===== src/rtl/rns_add_sequencer.sv =====
// Steps one shared single-modulus residue adder across all RNS channels of an
// operand pair, collecting the per-channel sums into one packed result.
module rns_add_sequencer #(
    parameter int                         NUM_MOD = 3,
    parameter int                         RES_W   = 3,
    parameter logic [NUM_MOD*RES_W-1:0]   MODULI  = {3'd7, 3'd5, 3'd3},
    parameter int                         ADD_LAT = 0
) (
    input  logic                       clk,
    input  logic                       rst_n,
    input  logic                       in_valid,
    output logic                       in_ready,
    input  logic [NUM_MOD*RES_W-1:0]   in_a,
    input  logic [NUM_MOD*RES_W-1:0]   in_b,
    output logic [RES_W-1:0]           add_a,
    output logic [RES_W-1:0]           add_b,
    output logic [RES_W-1:0]           add_mod,
    input  logic [RES_W-1:0]           add_sum,
    output logic                       out_valid,
    input  logic                       out_ready,
    output logic [NUM_MOD*RES_W-1:0]   out_sum,
    output logic [NUM_MOD-1:0]         out_err,
    output logic                       busy,
    output logic [7:0]                 done_cnt
);

    localparam int IDX_W = (NUM_MOD > 1) ? $clog2(NUM_MOD) : 1;
    localparam logic [IDX_W-1:0] LAST_IDX = IDX_W'(NUM_MOD - 1);

    localparam logic [1:0] S_IDLE = 2'd0;
    localparam logic [1:0] S_RUN  = 2'd1;
    localparam logic [1:0] S_DONE = 2'd2;

    generate
        if (NUM_MOD < 2 || NUM_MOD > 8) begin : g_bad_num_mod
            $error("rns_add_sequencer: NUM_MOD must be 2..8");
        end
        if (ADD_LAT != 0 && ADD_LAT != 1) begin : g_bad_add_lat
            $error("rns_add_sequencer: ADD_LAT must be 0 or 1");
        end
        for (genvar g = 0; g < NUM_MOD; g++) begin : g_mod_chk
            if (MODULI[g*RES_W +: RES_W] < RES_W'(2)) begin : g_bad_mod
                $error("rns_add_sequencer: every modulus must be at least 2");
            end
        end
    endgenerate

    logic [1:0]         state;
    logic [IDX_W-1:0]   idx;
    logic               phase;
    logic [RES_W-1:0]   a_arr   [NUM_MOD];
    logic [RES_W-1:0]   b_arr   [NUM_MOD];
    logic [RES_W-1:0]   sum_arr [NUM_MOD];
    logic [RES_W-1:0]   mod_arr [NUM_MOD];
    logic [NUM_MOD-1:0] err_reg;
    logic               capture;

    always_comb begin
        for (int unsigned i = 0; i < NUM_MOD; i++) begin
            mod_arr[i] = MODULI[i*RES_W +: RES_W];
        end
    end

    // With a registered adder the sum for the presented channel is only
    // valid in the second cycle, so capture waits for phase 1.
    always_comb begin
        capture = (ADD_LAT == 0) ? 1'b1 : phase;
    end

    always_ff @(posedge clk or negedge rst_n) begin
        if (!rst_n) begin
            state     <= S_IDLE;
            idx       <= '0;
            phase     <= 1'b0;
            out_valid <= 1'b0;
            done_cnt  <= '0;
            err_reg   <= '0;
            for (int unsigned i = 0; i < NUM_MOD; i++) begin
                a_arr[i]   <= '0;
                b_arr[i]   <= '0;
                sum_arr[i] <= '0;
            end
        end else begin
            case (state)
                S_IDLE: begin
                    if (in_valid) begin
                        for (int unsigned i = 0; i < NUM_MOD; i++) begin
                            a_arr[i]   <= in_a[i*RES_W +: RES_W];
                            b_arr[i]   <= in_b[i*RES_W +: RES_W];
                            err_reg[i] <= (in_a[i*RES_W +: RES_W] >= mod_arr[i]) |
                                          (in_b[i*RES_W +: RES_W] >= mod_arr[i]);
                        end
                        idx   <= '0;
                        phase <= 1'b0;
                        state <= S_RUN;
                    end
                end
                S_RUN: begin
                    if (capture) begin
                        sum_arr[idx] <= add_sum;
                        phase        <= 1'b0;
                        if (idx == LAST_IDX) begin
                            idx       <= '0;
                            out_valid <= 1'b1;
                            state     <= S_DONE;
                        end else begin
                            idx <= idx + 1'b1;
                        end
                    end else begin
                        phase <= 1'b1;
                    end
                end
                S_DONE: begin
                    if (out_ready) begin
                        out_valid <= 1'b0;
                        done_cnt  <= done_cnt + 8'd1;
                        state     <= S_IDLE;
                    end
                end
                default: begin
                    state <= S_IDLE;
                end
            endcase
        end
    end

    always_comb begin
        in_ready = (state == S_IDLE);
        busy     = (state != S_IDLE);
        out_err  = err_reg;
        add_a    = '0;
        add_b    = '0;
        add_mod  = '0;
        if (state == S_RUN) begin
            add_a   = a_arr[idx];
            add_b   = b_arr[idx];
            add_mod = mod_arr[idx];
        end
        out_sum = '0;
        for (int unsigned i = 0; i < NUM_MOD; i++) begin
            out_sum[i*RES_W +: RES_W] = sum_arr[i];
        end
    end

endmodule


===== config.mk =====
export PLATFORM = sky130hd
export DESIGN_NAME = rns_add_sequencer
export DESIGN_NICKNAME = d
export VERILOG_FILES = /design/src/rtl/rns_add_sequencer.sv
export SDC_FILE = /design/constraint.sdc
export NUM_CORES = 1
export LEC_CHECK = 0
export ABC_AREA = 1
export BUFFER_PORTS_ARGS = -buffer_cell sky130_fd_sc_hd__clkbuf_2
export CORE_MARGIN = 1.5
export CORE_UTILIZATION = 25
export CTS_CLUSTER_SIZE = 14
export DETAILED_ROUTE_END_ITERATION = 10
export SETUP_SLACK_MARGIN = 0.5
export SYNTH_ARGS = -nofsm -noshare
export SYNTH_HDL_FRONTEND = slang
export SYNTH_SLANG_ARGS = --single-unit
export TNS_END_PERCENT = 5

===== constraint.sdc =====
create_clock -name clk -period 1.7 [get_ports clk]
set_clock_uncertainty 0.05 [all_clocks]
set_input_delay 0.255 -clock clk [delete_from_list [all_inputs] [get_ports clk]]
set_output_delay 0.255 -clock clk [all_outputs]
set_load 0.02 [all_outputs]

---- Yosys cells after proc, flatten, opt, wreduce, memory -nomap -nowiden ----
Cells that the tools add are included.
storage, ports and cells
  flip-flop bits (word level) ............. 43
  bits of input ports ..................... 25
  word-level logic and storage cells ...... 69
operators by class
  mux-type cells .......................... 25
  equal/unequal tests ..................... 6
  add/sub/neg operators ................... 2
  reduce and logical (&&, ||, !) cells .... 10
  order comparisons ....................... 8
  bitwise logic cells ..................... 4
operator list
  kind                                                 number
  2-to-1 mux 3 bit                                     10
  binary-select mux 3 bit (select 2 bit)               3
  >= comparator 3 bit, second input constant           5
  2-to-1 mux 2 bit                                     5
  bitwise mux 9 bit                                    1
  adder 8 x 1 -> 8 bit, second input constant          1
  demux 3 bit (select 2 bit)                           1
  >= comparator 3 x 2 -> 1 bit, second input constant  2
  inequality test 2 bit, second input constant         3
  case mux 2 bit (3 select lines)                      1
  AND reduction 2 bit                                  3
  AND reduction 3 bit                                  2
  nonzero test 2 bit                                   3
  == test 2 bit, second input constant                 2
  case mux 2 bit (2 select lines)                      1
  < comparator 3 x 1 -> 1 bit, second input constant   1
  NOT 2 -> 3 bit                                       1
  OR 1 bit                                             3
  adder 2 x 1 -> 2 bit, second input constant          1
  == test 2 x 1 -> 1 bit, second input constant        1
  zero test 2 bit                                      1
  2-to-1 mux 1 bit                                     2
  case mux 1 bit (2 select lines)                      1
  logical AND 1 bit                                    1

---- Longest topological paths before layout ----
Gate-level depths: netlist of run 1.
  depth after elaboration ................. 6
  mapped depth ............................ 7
  mapped depth without buffers ............ 7

---- Least setup slack after synthesis of run 1 ----
OpenSTA, ideal clock, no wires.
  path kind ............................... reg2out
  from .................................... reg idx[0]
  to ...................................... out add_mod[2]
  path slack .............................. 0.158 ns
  arrival time ............................ 1.237 ns
  path buffers ............................ 1
  cell stages (with the launch flop) ...... 6
  data required time ...................... 1.395 ns
  cells stage by stage .................... dfrtp_1 -> buf_2 -> inv_1 -> ha_1 -> inv_1 -> nor2_1
on the way
  cells in the longest elaborated chain, start to end .. 5
RTL lines
  what                                                 RTL line  source
  start: declaration                                   49        logic [IDX_W-1:0] idx;
  start signal: assignment                             107       idx <= idx + 1'b1;
  NOT 2 -> 3 bit (not written as such)                 137       add_mod = mod_arr[idx];
  binary-select mux 3 bit (select 2 bit)               137
  2-to-1 mux 3 bit (not written as such) (2 in a row)  137
  2-to-1 mux 3 bit                                     134       if (state == S_RUN) begin
  end: declaration                                     17        output logic [RES_W-1:0] add_mod,
No other way between the ends. The select of a mux whose other input is x is not followed.

---- Worst setup path in the final report of run 1 ----
Same ends and word-level chain as after synthesis.

==> results.md, run 1 <==
- Final nets: 336
- Kind of end point of the critical path: output pin
- Worst-path clk slew: 0.08 ns
- Yosys top cell by area: dfrtp_1
- Cell Count, Final, Fillers Out: 409
- Main flop type after synthesis: dfrtp_1
- Final Max Tran Viols: 0
- Post-synthesis cell area: approximately 0.0020 mm^2
- Yosys reg bits: 43
- Worst rel slew slack: 63.7%
- Vias in the first global route: 1,643
- Crit path max-delay family: buffers and inverters
- Fin crit share: 102%
- Insertion delay of the later-clocked pin in the worst-skew pair: between 0.2 and 0.3 ns
- Final hold viol count: 0
- Final-layout fill cell count: 794
- Synth top area share: 54.0%
- CTS max path bufs: 2
- Synth top cells by count: nand2_1, dfrtp_1, o21ai_0
- Class of the tightest hold or removal check: in -> reg
- Iteration-0 DRC Markers: 58
- Gr usage total: between 10% and 20%
- Peak supply drop: 0.874 mV
- Layout cells sized above 1: 49.5%
- H-tree levels: 2
- Pre-CTS WS: 0.137 ns
- Critical Path Start Type: flip-flop
- Area growth syn-to-layout: 54.0%
- TNS Setup: -0.0642 ns
- Setup CP Type: reg -> out
- Final worst-path setup slack: -0.0290 ns
- Lkg Pwr: 1.47 nW
- Hold Slack: 0.122 ns
- PwrDens: about 1900 mW/mm^2
- Antenna violations before repair: 0
- IO Pins: between 50 and 60
- Die width: 92.3 um
- CP required: 1.39 ns
- DR WL/cell: 11.9 um
- Via/cell ratio: 4.29
- Slowest stage delay, CP: 0.41 ns
- Routability cong.: 0.728
- Slowest-stage cell, CP: dfrtp_2
- Synth cell types: 23
- Ranking of synthesized cells by area: dfrtp_1, nand2_1, o21ai_0, inv_1, ha_1
- Crit-path max FO: 9
- Crit path buffers/inverters: 4
- Final wirelength: between 4 and 5 mm
- Post-synth EDFFs: 0
- CP Cell Sequence: buf_4, inv_8, ha_4, inv_2, nor2_4, clkbuf_2
- Failing checks: setup timing
- Overflow after GRT: 0
- R2R Setup Slk: 0.15 ns
- Worst reg2reg path endpoint: idx[1]
- Total of max-cap violations: 0
- Final Setup Violations: 5
- Crit path arrival time: 1.42 ns
- Sequential area share after synthesis: 54.0%
- Critical Path Stages: 6
- RSZ-0062 raised after global routing: yes
- Die area: 0.00852 mm^2
- Chip height: 92.3 um
- Slew @ Worst Pin: between 0.5 and 0.6 ns
- Inserted Clock Buffers: 5
- Core area: 0.00773 mm^2
- Fraction of registers with async set/reset: between 90% and 100%
- Clk sink count: 43
- Diodes inserted: 0
- # port buffers: 56
- DRT antenna net count: 0
- Synthesized net count: 267
- Residual DRC count: 0
- Mapped Cells: ~240
- Min Tclk post-route: 1.73 ns
- Final Util: 39.7%
- Global-route wire length before repair: between 7 and 8 mm
- Via Count: ~1,800
- Cell with the most instances after synthesis: nand2_1
- Largest net degree at the start of global routing: 24
- Row count: 32
- Worst setup endpoint: add_mod[2]
- Status: finished with violations
- DP HPWL: 3.50 mm
- RR Startpoint: state[1]
- Worst Setup SP: idx[0]
- DR pass1 iterations: 4
- Clock Root Buffer: clkbuf_8
- Initial Util: 25.8%
- CTS tree: built
- Syn avg cell area: 8.42 um^2
- Fmax: a little under 600 MHz
- Reg2Reg Depth: 6
- Placed Instances: 394
- Synth warnings: 0
-- worst min-delay path, cell delays in order --
cell	delay, ns
clkbuf_2	0.09
nand2_1	0.05
nand2_1	0.04
-- state kept, by name (all words and copies together), names as in the netlist --
name / flops
state: 2
idx: 2
done_cnt: 8
out_valid: 1
b_arr: 9
a_arr: 9
out_sum: 9
out_err: 3
-- report_power, final --
part | internal [mW] | switching (mW) | leakage [nW] | total [mW]
Clock | 0.371 | 0.343 | 0.0515 | 0.714
Combinational | 1.33 | 1.85 | 0.908 | 3.18
Sequential | 1.46 | 0.381 | 0.512 | 1.84
-- per-stage QoR --
step / instance area [um^2] / total power, mW
2_1_floorplan: 2140 / 3.57
3_3_place_gp: 2540 / 4.22
3_5_place_dp: 2540 / 4.25
4_1_cts: 2830 / 5.32
5_1_grt: 3070 / 6.17
6_report: 3070 / 5.74
-- what timing repair did --
action                     4_1_cts  5_1_grt
setup endpoints to repair       54       63
gates cloned                     0        0
buffers inserted                 6        0
pin swaps                        7       49
hold buffers                     1        0
resized for setup               31       88
hold endpoints to repair        21        0
-- routing by layer --
metal	up-vias	track usage, %	routed length (um)
met1	827	16.0	2180
met4	0	2.69	17
met5	-	0	0
li1	878	-	-
met2	47	18.8	2410
met3	2	3.20	248
-- logic make-up after synthesis --
group,after synthesis,synth area share (%)
AOI/OAI and AO/OA,32,8.28
xor gates and xnor gates,4,1.76
adders and majority gates,5,3.14
DFF,43,54.0
buffers and inverters,27,6.59
and+or+nand+nor,126,26.3
-- cell type report --
type,instances,area (um^2),area share (%)
Timing Repair Buffer,67,523,17.0
Sequential cell,43,1080,35.3
Multi-Input combinational cell,167,1130,36.8
Tap cell,102,128,4.16
Clock buffer,8,100,3.26
Inverter,22,105,3.42
-- cell usage in the layout (no fill, tap or decap), drive strengths merged --
master,netlist,final
nand2,96,96
clkbuf,0,53
dfrtp,43,43
o21ai,22,22
inv,22,21
buf,5,21
nor2,20,20
nand3,9,9
a21oi,8,8
ha,5,5
xnor2,2,2
xor2,2,2
clkinv,0,1
o31ai,1,1
o21a,1,1
nand4,1,1
dlygate4sd3,0,1
-- worst min-delay path by stage --
stage                        from         end  cells after the start
after floorplan             rst_n    a_arr[0]                      0
after global placement      rst_n  out_sum[2]                      1
after detailed placement    rst_n  out_sum[5]                      1
after CTS                 in_b[5]    b_arr[5]                      3
after global routing      in_a[6]    a_arr[0]                      3
final                     in_a[6]    a_arr[0]                      3
No activity file was read; power rests on OpenSTA's default activity.
==> run 2: changes to the inputs <==
==> constraint.sdc (replaced) <==
create_clock -name clk -period 2.19 [get_ports clk]
set_clock_uncertainty 0.05 [all_clocks]
set_input_delay 0.3285 -clock clk [delete_from_list [all_inputs] [get_ports clk]]
set_output_delay 0.3285 -clock clk [all_outputs]
set_load 0.02 [all_outputs]
==> run 2 against run 1 <==
The run now ends clean; utilization decreased by 6.6 points; final cell count decreased by 0.49%; worst setup slack improved by 0.40 ns; sequential cell count unchanged; cell area decreased by 17%; global-route usage decreased by 0.14 points; wire length decreased by 4.3%; non-clock buffer count decreased by 2; sequential power decreased by 26%; combinational power decreased by 45%; largest power group unchanged; highest routed layer unchanged.
==> results.md, run 2 (synthesis gave the netlist of run 1 again) <==
- Setup CP Type: reg -> out
- Routability cong.: approximately 0.76
- Layout cells sized above 1: 29.8%
- Area used by multi-input combinational logic: approximately 810 um^2
- CP required: 1.81 ns
- Final Util: 33.2%
- Slowest-stage cell, CP: dfrtp_2
- Vias in the first global route: 1,666
- Lkg Pwr: approximately 1.4 nW
- RSZ-0062 raised after global routing: yes
- Critical Path Start Type: flip-flop
- Most frequent cells in the layout: nand2_1, clkbuf_2, dfrtp_1
- IO Pins: 57
- Worst-path clk slew: 0.08 ns
- DR pass1 iterations: 4
- Global-route wire length before repair: 7.79 mm
- DRT antenna net count: 0
- Residual DRC count: 0
- Total of max-cap violations: 0
- TNS Setup: 0 ns
- Fin crit share: 82.9%
- Via/cell ratio: 4.16
- Crit path arrival time: 1.44 ns
- Min Tclk post-route: 1.81 ns
- H-tree levels: 2
- Final Max Tran Viols: 0
- Crit-path max FO: 9
- # port buffers: between 50 and 60
- Core area: 0.00773 mm^2
- CTS tree: built
- Antenna violations before repair: 0
- Final Setup Violations: 0
- Class of the tightest hold or removal check: in -> reg
- Total Power: 3.60 mW
- Chip height: 92.3 um
- Final worst-path setup slack: approximately 0.38 ns
- Worst rel slew slack: 68.9%
- Peak supply drop: ~0.6 mV
- Via Count: 1,692
- Worst reg2reg path endpoint: out_err[1]
- Hold depth: 3
- Kind of end point of the critical path: output pin
- Status: finished, final reports clean
- Min-Delay Startpoint: in_b[1]
- Die area: between 0.008 and 0.009 mm^2
- Die width: 92.3 um
- Final-layout fill cell count: 844
- Final hold viol count: 0
- R2R Setup Slk: 0.68 ns
- Slowest stage delay, CP: 0.49 ns
- RR Startpoint: state[1]
- CTS max path bufs: 2
- PwrDens: 1400 mW/mm^2
- DP HPWL: 3.55 mm
- Overflow after GRT: 0
- CP Cell Sequence: inv_4, ha_1, nand2_4, nand2_1, clkbuf_2
- Insertion delay of the later-clocked pin in the worst-skew pair: approximately 0.29 ns
- Fmax: about 550 MHz
- Clock Root Buffer: clkbuf_8
- Row count: 32
- Final wirelength: 4.64 mm
- Iteration-0 DRC Markers: 23
- Final nets: 334
- Area growth syn-to-layout: 28.5%
- Largest net degree at the start of global routing: 24
- DR WL/cell: ~11 um
- Inserted Clock Buffers: 5
- Reg2Reg Depth: 6
- Clk sink count: 43
- Commonest non-fill, non-tap cell in the layout: nand2_1
- Hold Path End: b_arr[7]
- Gr usage total: 11.7%
- Slew @ Worst Pin: 0.467 ns
- Pre-CTS WS: around 0.39 ns
- FF/Latch Area: around 0.0011 mm^2
- Diodes inserted: 0
- Initial Util: 25.8%
==> run 2: cell types whose count changed in the layout (fill, tap and decap cells not counted), moves of 5 or more <==
cell,delta
clkbuf_2,+12
o21ai_2,-5
nand2_2,-21
nand2_1,+32
clkbuf_8,-7
buf_6,-6
nand2_4,-10
a21oi_4,-6
==> run 2: how the worst max path moves through the flow <==
stage / start / to / slack [ns] / cells after the start
finish: idx[0] / add_mod[1] / 0.38 / 5
global route: idx[0] / add_b[1] / 0.28 / 6
CTS: idx[0] / add_b[1] / 0.33 / 6
detailed placement: idx[0] / add_mod[2] / 0.39 / 5
global placement: idx[0] / add_mod[2] / 0.45 / 5
floorplan: idx[0] / add_mod[2] / 0.57 / 5
==> run 2: cell type report <==
cell class	count	area share, %
inverters	22	3.42
repair buffers	65	14.4
multi-input cells	167	31.8
clock buffers	6	2.83
well taps	102	4.98
clock inverters	2	0.488
flip-flops and latches	43	42.1
==> run 2: report_power, final <==
group	switching, mW	internal, mW
sequential	0.234	1.13
clock	0.270	0.223
combinational	1.12	0.623
total	1.62	1.98
==> run 2: through the flow <==
stage | area [um^2] | std cells | hold slack [ns]
floorplan | 1990 | 237 | -0.0171
global placement | 2390 | 394 | 0.248
detailed placement | 2390 | 394 | 0.262
CTS | 2550 | 407 | 0.190
global route | 2560 | 407 | 0.201
finish | 2560 | 407 | 0.198
==> run 2: metal layers <==
metal / track usage [%] / wire, um
met1: 16.0 / 2340
met2: 18.0 / 2040
met3: 2.87 / 220
met4: 3.72 / 44
met5: 0 / 0
==> run 2: worst max-delay path: cells and delay by family (launching register included) <==
kind          cells  cell delay, ns
flops             1            0.49
buf+inv           2            0.29
fa+ha+maj         1            0.20
simple gates      2            0.16
==> run 2: what timing repair did <==
item,4_1_cts,5_1_grt
setup buffers,4,0
hold endpoints to repair,15,0
hold buffers,1,0
gates cloned,0,0
endpoints found under the setup margin,9,9
pin swaps,2,5
gates resized for setup,18,10
